## src/rtl/id_ex_stage_if.sv

```systemverilog
// Signal bundle between decode/downstream control (master) and the ID/EX stage (slave).
interface id_ex_stage_if #(
  parameter int unsigned DW = 16,
  parameter int unsigned AW = 4
);
  logic          in_valid;
  logic [2:0]    in_op;
  logic [AW-1:0] in_rs1_addr;
  logic [AW-1:0] in_rs2_addr;
  logic [DW-1:0] in_rs1_data;
  logic [DW-1:0] in_rs2_data;
  logic [DW-1:0] in_imm;
  logic          in_use_imm;
  logic [AW-1:0] in_rd_addr;
  logic          in_wen;
  logic          ex_stall;
  logic          flush;
  logic          exm_wen;
  logic [AW-1:0] exm_rd;
  logic [DW-1:0] exm_data;
  logic          mwb_wen;
  logic [AW-1:0] mwb_rd;
  logic [DW-1:0] mwb_data;
  logic [DW-1:0] alu_a;
  logic [DW-1:0] alu_b;
  logic [2:0]    alu_op;
  logic          out_valid;
  logic [AW-1:0] out_rd;
  logic          out_wen;
  logic          hazard_stall;

  modport master (
    output in_valid, in_op, in_rs1_addr, in_rs2_addr, in_rs1_data, in_rs2_data,
           in_imm, in_use_imm, in_rd_addr, in_wen, ex_stall, flush,
           exm_wen, exm_rd, exm_data, mwb_wen, mwb_rd, mwb_data,
    input  alu_a, alu_b, alu_op, out_valid, out_rd, out_wen, hazard_stall
  );

  modport slave (
    input  in_valid, in_op, in_rs1_addr, in_rs2_addr, in_rs1_data, in_rs2_data,
           in_imm, in_use_imm, in_rd_addr, in_wen, ex_stall, flush,
           exm_wen, exm_rd, exm_data, mwb_wen, mwb_rd, mwb_data,
    output alu_a, alu_b, alu_op, out_valid, out_rd, out_wen, hazard_stall
  );
endinterface

```

## src/rtl/id_ex_stage.sv

```systemverilog
// ID/EX pipeline register and ALU operand select. Define ID_EX_FWD_EN to build
// EX/MEM and MEM/WB forwarding; otherwise RAW hazards interlock via hazard_stall.
module id_ex_stage #(
  parameter int unsigned DW = 16,
  parameter int unsigned AW = 4
) (
  input logic          clk,
  input logic          rst_n,
  id_ex_stage_if.slave bus
);

  logic          valid_q, valid_d;
  logic [2:0]    op_q, op_d;
  logic [AW-1:0] rs1_addr_q, rs1_addr_d, rs2_addr_q, rs2_addr_d, rd_q, rd_d;
  logic [DW-1:0] rs1_data_q, rs1_data_d, rs2_data_q, rs2_data_d, imm_q, imm_d;
  logic          use_imm_q, use_imm_d;
  logic          wen_q, wen_d;
  logic          capture;
  logic          load;
  logic [DW-1:0] src_a, src_b;

`ifdef ID_EX_FWD_EN
  function automatic logic [DW-1:0] pick(input logic [AW-1:0] addr,
                                          input logic [DW-1:0] reg_data,
                                          input logic exm_wen, input logic [AW-1:0] exm_rd,
                                          input logic [DW-1:0] exm_data,
                                          input logic mwb_wen, input logic [AW-1:0] mwb_rd,
                                          input logic [DW-1:0] mwb_data);
    if (addr == '0)                          return '0;
    else if (exm_wen && (exm_rd == addr))    return exm_data;
    else if (mwb_wen && (mwb_rd == addr))    return mwb_data;
    else                                     return reg_data;
  endfunction

  assign src_a = pick(rs1_addr_q, rs1_data_q, bus.exm_wen, bus.exm_rd, bus.exm_data,
                      bus.mwb_wen, bus.mwb_rd, bus.mwb_data);
  assign src_b = pick(rs2_addr_q, rs2_data_q, bus.exm_wen, bus.exm_rd, bus.exm_data,
                      bus.mwb_wen, bus.mwb_rd, bus.mwb_data);
  assign bus.hazard_stall = 1'b0;
`else
  function automatic logic busy(input logic [AW-1:0] addr,
                                input logic st_wen, input logic [AW-1:0] st_rd,
                                input logic exm_wen, input logic [AW-1:0] exm_rd,
                                input logic mwb_wen, input logic [AW-1:0] mwb_rd);
    return (addr != '0) &&
           ((st_wen && (st_rd == addr)) ||
            (exm_wen && (exm_rd == addr)) ||
            (mwb_wen && (mwb_rd == addr)));
  endfunction

  assign src_a = (rs1_addr_q == '0) ? '0 : rs1_data_q;
  assign src_b = (rs2_addr_q == '0) ? '0 : rs2_data_q;
  // Register file is not write-through, so a pending MEM/WB write also stalls.
  assign bus.hazard_stall = rst_n && bus.in_valid &&
    (busy(bus.in_rs1_addr, valid_q && wen_q, rd_q, bus.exm_wen, bus.exm_rd,
          bus.mwb_wen, bus.mwb_rd) ||
     (!bus.in_use_imm &&
      busy(bus.in_rs2_addr, valid_q && wen_q, rd_q, bus.exm_wen, bus.exm_rd,
           bus.mwb_wen, bus.mwb_rd)));
`endif

  assign capture = bus.flush || !bus.ex_stall;
  assign load    = !bus.flush && !bus.hazard_stall && bus.in_valid;

  always_comb begin
    valid_d    = '0;
    op_d       = '0;
    rs1_addr_d = '0;
    rs2_addr_d = '0;
    rs1_data_d = '0;
    rs2_data_d = '0;
    imm_d      = '0;
    use_imm_d  = '0;
    rd_d       = '0;
    wen_d      = '0;
    if (load) begin
      valid_d    = 1'b1;
      op_d       = bus.in_op;
      rs1_addr_d = bus.in_rs1_addr;
      rs2_addr_d = bus.in_rs2_addr;
      rs1_data_d = bus.in_rs1_data;
      rs2_data_d = bus.in_rs2_data;
      imm_d      = bus.in_imm;
      use_imm_d  = bus.in_use_imm;
      rd_d       = bus.in_rd_addr;
      wen_d      = bus.in_wen;
    end
  end

  always_ff @(posedge clk or negedge rst_n) begin
    if (!rst_n) begin
      valid_q    <= '0;
      op_q       <= '0;
      rs1_addr_q <= '0;
      rs2_addr_q <= '0;
      rs1_data_q <= '0;
      rs2_data_q <= '0;
      imm_q      <= '0;
      use_imm_q  <= '0;
      rd_q       <= '0;
      wen_q      <= '0;
    end else if (capture) begin
      valid_q    <= valid_d;
      op_q       <= op_d;
      rs1_addr_q <= rs1_addr_d;
      rs2_addr_q <= rs2_addr_d;
      rs1_data_q <= rs1_data_d;
      rs2_data_q <= rs2_data_d;
      imm_q      <= imm_d;
      use_imm_q  <= use_imm_d;
      rd_q       <= rd_d;
      wen_q      <= wen_d;
    end
  end

  always_comb begin
    bus.alu_a     = '0;
    bus.alu_b     = '0;
    bus.alu_op    = '0;
    bus.out_valid = valid_q;
    bus.out_rd    = rd_q;
    bus.out_wen   = valid_q && wen_q;
    if (valid_q) begin
      bus.alu_a  = src_a;
      bus.alu_b  = use_imm_q ? imm_q : src_b;
      bus.alu_op = op_q;
    end
  end

endmodule

```

## src/flat_wrapper.sv

```systemverilog
// flat-port wrapper written by rule: the top's interface ports become plain ports
module id_ex_stage_flat 
#(
  parameter int unsigned DW = 16,
  parameter int unsigned AW = 4
)
  (clk, rst_n, bus_in_valid, bus_in_op, bus_in_rs1_addr, bus_in_rs2_addr, bus_in_rs1_data, bus_in_rs2_data, bus_in_imm, bus_in_use_imm, bus_in_rd_addr, bus_in_wen, bus_ex_stall, bus_flush, bus_exm_wen, bus_exm_rd, bus_exm_data, bus_mwb_wen, bus_mwb_rd, bus_mwb_data, bus_alu_a, bus_alu_b, bus_alu_op, bus_out_valid, bus_out_rd, bus_out_wen, bus_hazard_stall);
  id_ex_stage_if #(.DW(DW), .AW(AW)) bus_i ();
  input logic clk;
  input logic rst_n;
  input wire logic [$bits(bus_i.in_valid)-1:0] bus_in_valid;
  input wire logic [$bits(bus_i.in_op)-1:0] bus_in_op;
  input wire logic [$bits(bus_i.in_rs1_addr)-1:0] bus_in_rs1_addr;
  input wire logic [$bits(bus_i.in_rs2_addr)-1:0] bus_in_rs2_addr;
  input wire logic [$bits(bus_i.in_rs1_data)-1:0] bus_in_rs1_data;
  input wire logic [$bits(bus_i.in_rs2_data)-1:0] bus_in_rs2_data;
  input wire logic [$bits(bus_i.in_imm)-1:0] bus_in_imm;
  input wire logic [$bits(bus_i.in_use_imm)-1:0] bus_in_use_imm;
  input wire logic [$bits(bus_i.in_rd_addr)-1:0] bus_in_rd_addr;
  input wire logic [$bits(bus_i.in_wen)-1:0] bus_in_wen;
  input wire logic [$bits(bus_i.ex_stall)-1:0] bus_ex_stall;
  input wire logic [$bits(bus_i.flush)-1:0] bus_flush;
  input wire logic [$bits(bus_i.exm_wen)-1:0] bus_exm_wen;
  input wire logic [$bits(bus_i.exm_rd)-1:0] bus_exm_rd;
  input wire logic [$bits(bus_i.exm_data)-1:0] bus_exm_data;
  input wire logic [$bits(bus_i.mwb_wen)-1:0] bus_mwb_wen;
  input wire logic [$bits(bus_i.mwb_rd)-1:0] bus_mwb_rd;
  input wire logic [$bits(bus_i.mwb_data)-1:0] bus_mwb_data;
  output wire logic [$bits(bus_i.alu_a)-1:0] bus_alu_a;
  output wire logic [$bits(bus_i.alu_b)-1:0] bus_alu_b;
  output wire logic [$bits(bus_i.alu_op)-1:0] bus_alu_op;
  output wire logic [$bits(bus_i.out_valid)-1:0] bus_out_valid;
  output wire logic [$bits(bus_i.out_rd)-1:0] bus_out_rd;
  output wire logic [$bits(bus_i.out_wen)-1:0] bus_out_wen;
  output wire logic [$bits(bus_i.hazard_stall)-1:0] bus_hazard_stall;
  assign bus_i.in_valid = bus_in_valid;
  assign bus_i.in_op = bus_in_op;
  assign bus_i.in_rs1_addr = bus_in_rs1_addr;
  assign bus_i.in_rs2_addr = bus_in_rs2_addr;
  assign bus_i.in_rs1_data = bus_in_rs1_data;
  assign bus_i.in_rs2_data = bus_in_rs2_data;
  assign bus_i.in_imm = bus_in_imm;
  assign bus_i.in_use_imm = bus_in_use_imm;
  assign bus_i.in_rd_addr = bus_in_rd_addr;
  assign bus_i.in_wen = bus_in_wen;
  assign bus_i.ex_stall = bus_ex_stall;
  assign bus_i.flush = bus_flush;
  assign bus_i.exm_wen = bus_exm_wen;
  assign bus_i.exm_rd = bus_exm_rd;
  assign bus_i.exm_data = bus_exm_data;
  assign bus_i.mwb_wen = bus_mwb_wen;
  assign bus_i.mwb_rd = bus_mwb_rd;
  assign bus_i.mwb_data = bus_mwb_data;
  assign bus_alu_a = bus_i.alu_a;
  assign bus_alu_b = bus_i.alu_b;
  assign bus_alu_op = bus_i.alu_op;
  assign bus_out_valid = bus_i.out_valid;
  assign bus_out_rd = bus_i.out_rd;
  assign bus_out_wen = bus_i.out_wen;
  assign bus_hazard_stall = bus_i.hazard_stall;
  id_ex_stage #(.DW(DW), .AW(AW)) u_core (.clk(clk), .rst_n(rst_n), .bus(bus_i));
endmodule
```

## config.mk

```make
export PLATFORM = sky130hd
export DESIGN_NAME = id_ex_stage_flat
export DESIGN_NICKNAME = d
export VERILOG_FILES = /design/src/rtl/id_ex_stage_if.sv /design/src/rtl/id_ex_stage.sv /design/src/flat_wrapper.sv
export SDC_FILE = /design/constraint.sdc
export NUM_CORES = 1
export LEC_CHECK = 0
export CAP_MARGIN = 0
export CORE_MARGIN = 10
export CORE_UTILIZATION = 35
export DETAILED_ROUTE_END_ITERATION = 8
export DONT_BUFFER_PORTS = 1
export PLACE_DENSITY = 0.54
export SYNTH_ARGS = -nofsm -noshare
export SYNTH_HDL_FRONTEND = slang
export SYNTH_SLANG_ARGS = --single-unit
```

## constraint.sdc

```tcl
create_clock -name clk -period 2.8 [get_ports clk]
set_clock_uncertainty 0.15 [all_clocks]
set_input_delay 0.7 -clock clk [delete_from_list [all_inputs] [get_ports clk]]
set_output_delay 0.7 -clock clk [all_outputs]
set_load 0.01 [all_outputs]
```

==> results.json <==
{
  "clockBufferDepth": 2,
  "hold_path_class": "input pin to async pin",
  "via_per_inst": 6.376,
  "overflow": 0,
  "place_congestion": 0.8147,
  "max_freq_mhz": 377.1,
  "peakVddDrop_v": 0.0003090,
  "cp_cell_sequence": "xor2_1 -> nor4_1 -> a22oi_2 -> and3_1 -> a21oi_2",
  "finalCritPeriodShare_pct": 94.70,
  "ios": 154,
  "tightestPinTransition_ns": 0.6089,
  "synth_edf_count": 0,
  "drt-total-wl_mm": 12.61,
  "synth-seq-cells": 66,
  "yosysUniqueCellTypes": 34,
  "synth_seq_area_share_pct": 41.89,
  "drv_cap": 0,
  "crit_path_end_kind": "primary output",
  "cp_top_family": "flip-flops",
  "final.fill_count": 1107,
  "r2r_cells": 7,
  "yosysTopAreaCell": "dfrtp_1",
  "root_buffer": "clkbuf_16",
  "first_pass_iters": 5,
  "r2r-start": "u_core.bus.out_rd[0]",
  "nets": 501,
  "fin_crit_ns": 2.652,
  "placed_cells_incl_taps": 517,
  "clk_pin_slew_ns": 0.05,
  "power.density_mw_per_mm2": 588.9,
  "hpwl_mm": 8.114,
  "drt_iter0_markers": 403,
  "synth_area_sq_mm": 0.003943,
  "grt_pass1_wl_mm": 19.64,
  "start_kind": "register",
  "syn_area_per_cell_sq_um": 9.455,
  "area_growth_pct": 10.22,
  "cts_tree": "yes",
  "async_flop_share_pct": 100.0,
  "status": "finished, final reports clean",
  "core-area_sq_mm": 0.01094,
  "setup_viol": 0,
  "post-cts-setup-buffers": 0,
  "h-tree-depth": 3,
  "track_usage_pct": 15.02,
  "layout-drive-gt1-share_pct": 10.91,
  "layoutNonFillerInstCount": 534,
  "grt_max_degree": 133,
  "ys.flop_type": "dfrtp_1",
  "synthesis.nets": 529,
  "cp_num_buf_inv": 0,
  "dieHeight_microns": 126.1,
  "clock_latency_ns": 0.32,
  "grt_antenna_before_repair": 0,
  "clock-sinks": 66,
  "cp_max_fo": 5,
  "synthCells": 417,
  "die_area_sq_mm": 0.01591,
  "cts-buffers-inserted": 9,
  "rrSetupSlack_ns": 0.49,
  "netlist_top_cells_area": "dfrtp_1, a32oi_1, nand3_1",
  "crit_path_max_incr_delay_ns": 0.47,
  "grt_pass1_vias": 3247,
  "die_x_microns": 126.1,
  "finalHoldViolCount": 0,
  "synth_warnings": 0,
  "ant_nets": 0,
  "p_leak_uw": 0.001694,
  "wl_per_cell_microns": 23.62,
  "remaining_drc_errors": 0,
  "rows": 38,
  "drv_slew": 0,
  "initial_core_util_pct": 36.05,
  "max-slew-margin-rel_pct": 59.36,
  "crit_type": "register to primary output",
  "crit_arrival_ns": 1.80,
  "grt_setup_unrepaired": "no",
  "cp_data_required_time_ns": 1.95,
  "final_core_util_pct": 39.74,
  "io_buffers": 0,
  "cp_slowest_cell": "dfrtp_1",
  "diodes": 0,
  "fin_tns_setup_ns": 0,
  "synth_top_area_share_pct": 41.89,
  "vias": 3405,
  "r2r_end": "u_core.imm_q[7]"
}
==> state kept, by name (all words and copies together) (netlist names) <==
signal                flops
u_core.bus.out_valid      1
u_core.imm_q             16
u_core.rs1_addr_q         4
u_core.bus.out_rd         4
u_core.rs2_data_q        16
u_core.op_q               3
u_core.rs1_data_q        16
u_core.rs2_addr_q         4
u_core.wen_q              1
u_core.use_imm_q          1
==> routing by layer <==
| layer | wire, microns | vias to the layer above | track usage (%) |
|---|---|---|---|
| li1 | - | 1553 | - |
| met2 | 6249 | 153 | 23.21 |
| met1 | 5027 | 1691 | 19.50 |
| met5 | 0 | - | 0 |
| met3 | 1220 | 8 | 4.866 |
| met4 | 114 | 0 | 4.555 |
==> per-stage QoR <==
step	power (uW)	setup slack, ns	hold slack (ns)	instance area (sq um)
finish	2559	0.1483	0.09207	4345
CTS	2586	0.06607	0.1172	4345
detailed placement	1342	0.1740	0.2571	3995
floorplan	1280	0.04132	0.2544	3946
global route	2668	0.02539	0.1261	4345
global placement	1333	0.1645	0.2566	3995
==> Yosys cell counts, types with 8 or more instances <==
master,count
a32o_1,9
buf_6,9
o21ai_1,32
nor2b_1,17
dfrtp_1,66
o21ai_0,28
xnor2_1,8
a32oi_1,56
clkbuf_1,31
and2_1,19
a41o_1,9
buf_2,10
a22oi_1,17
xor2_1,13
nand3_1,56
==> layout by cell type (no fill, tap or decap), drive strengths merged, types with 6 or more instances in the layout <==
cell,synthesis,final
a32oi,56,56
a22oi,19,19
clkbuf,31,11
nor2b,17,17
a41o,9,9
nand3,57,57
xnor2,8,8
o21ai,60,60
buf,24,16
dfrtp,66,66
xor2,13,13
a32o,9,9
and2,19,19
nand2,6,6
==> cell type report <==
| class | count | area (sq um) | share of cell area [%] |
|---|---|---|---|
| timing repair buffer | 16 | 177.7 | 4.089 |
| multi-input combinational | 294 | 2013 | 46.33 |
| clock inverter | 5 | 77.57 | 1.785 |
| sequential | 66 | 1652 | 38.01 |
| clock buffer | 11 | 242.7 | 5.586 |
| inverter | 2 | 7.507 | 0.1728 |
| tap | 140 | 175.2 | 4.031 |
==> cell families (layout without fill, tap and decap cells) <==
family,Yosys count,in the layout,share of synthesized area [%]
xor gates and xnor gates,21,21,4.665
DFF,66,66,41.89
AOI/OAI and AO/OA,155,155,28.91
and+or+nand+nor,118,118,16.98
buffers and inverters,57,34,7.553
==> power breakdown <==
| group | total [uW] | switching [uW] | internal (uW) |
|---|---|---|---|
| Clock | 1210 | 412 | 801 |
| Sequential | 1050 | 39.5 | 1010 |
| Combinational | 295 | 185 | 110 |
| Total | 2560 | 636 | 1920 |
==> timing repair <==
item,in CTS,in global routing
hold endpoints to repair,66,0
setup endpoints to repair,16,0
hold buffers,1,0
gates resized for setup,1,0
==> worst max-delay path by stage <==
stage / startpoint / to / cells past startpoint
2_1_floorplan: bus_in_rs1_addr[2] / bus_hazard_stall / 7
3_3_place_gp: u_core.rs2_addr_q[1] / bus_alu_b[7] / 5
3_5_place_dp: u_core.rs2_addr_q[3] / bus_alu_b[7] / 5
4_1_cts: u_core.rs2_addr_q[1] / bus_alu_b[7] / 5
5_1_grt: u_core.bus.out_rd[3] / bus_hazard_stall / 5
6_report: u_core.bus.out_rd[3] / bus_hazard_stall / 5
(Power assumes the default switching activity.)
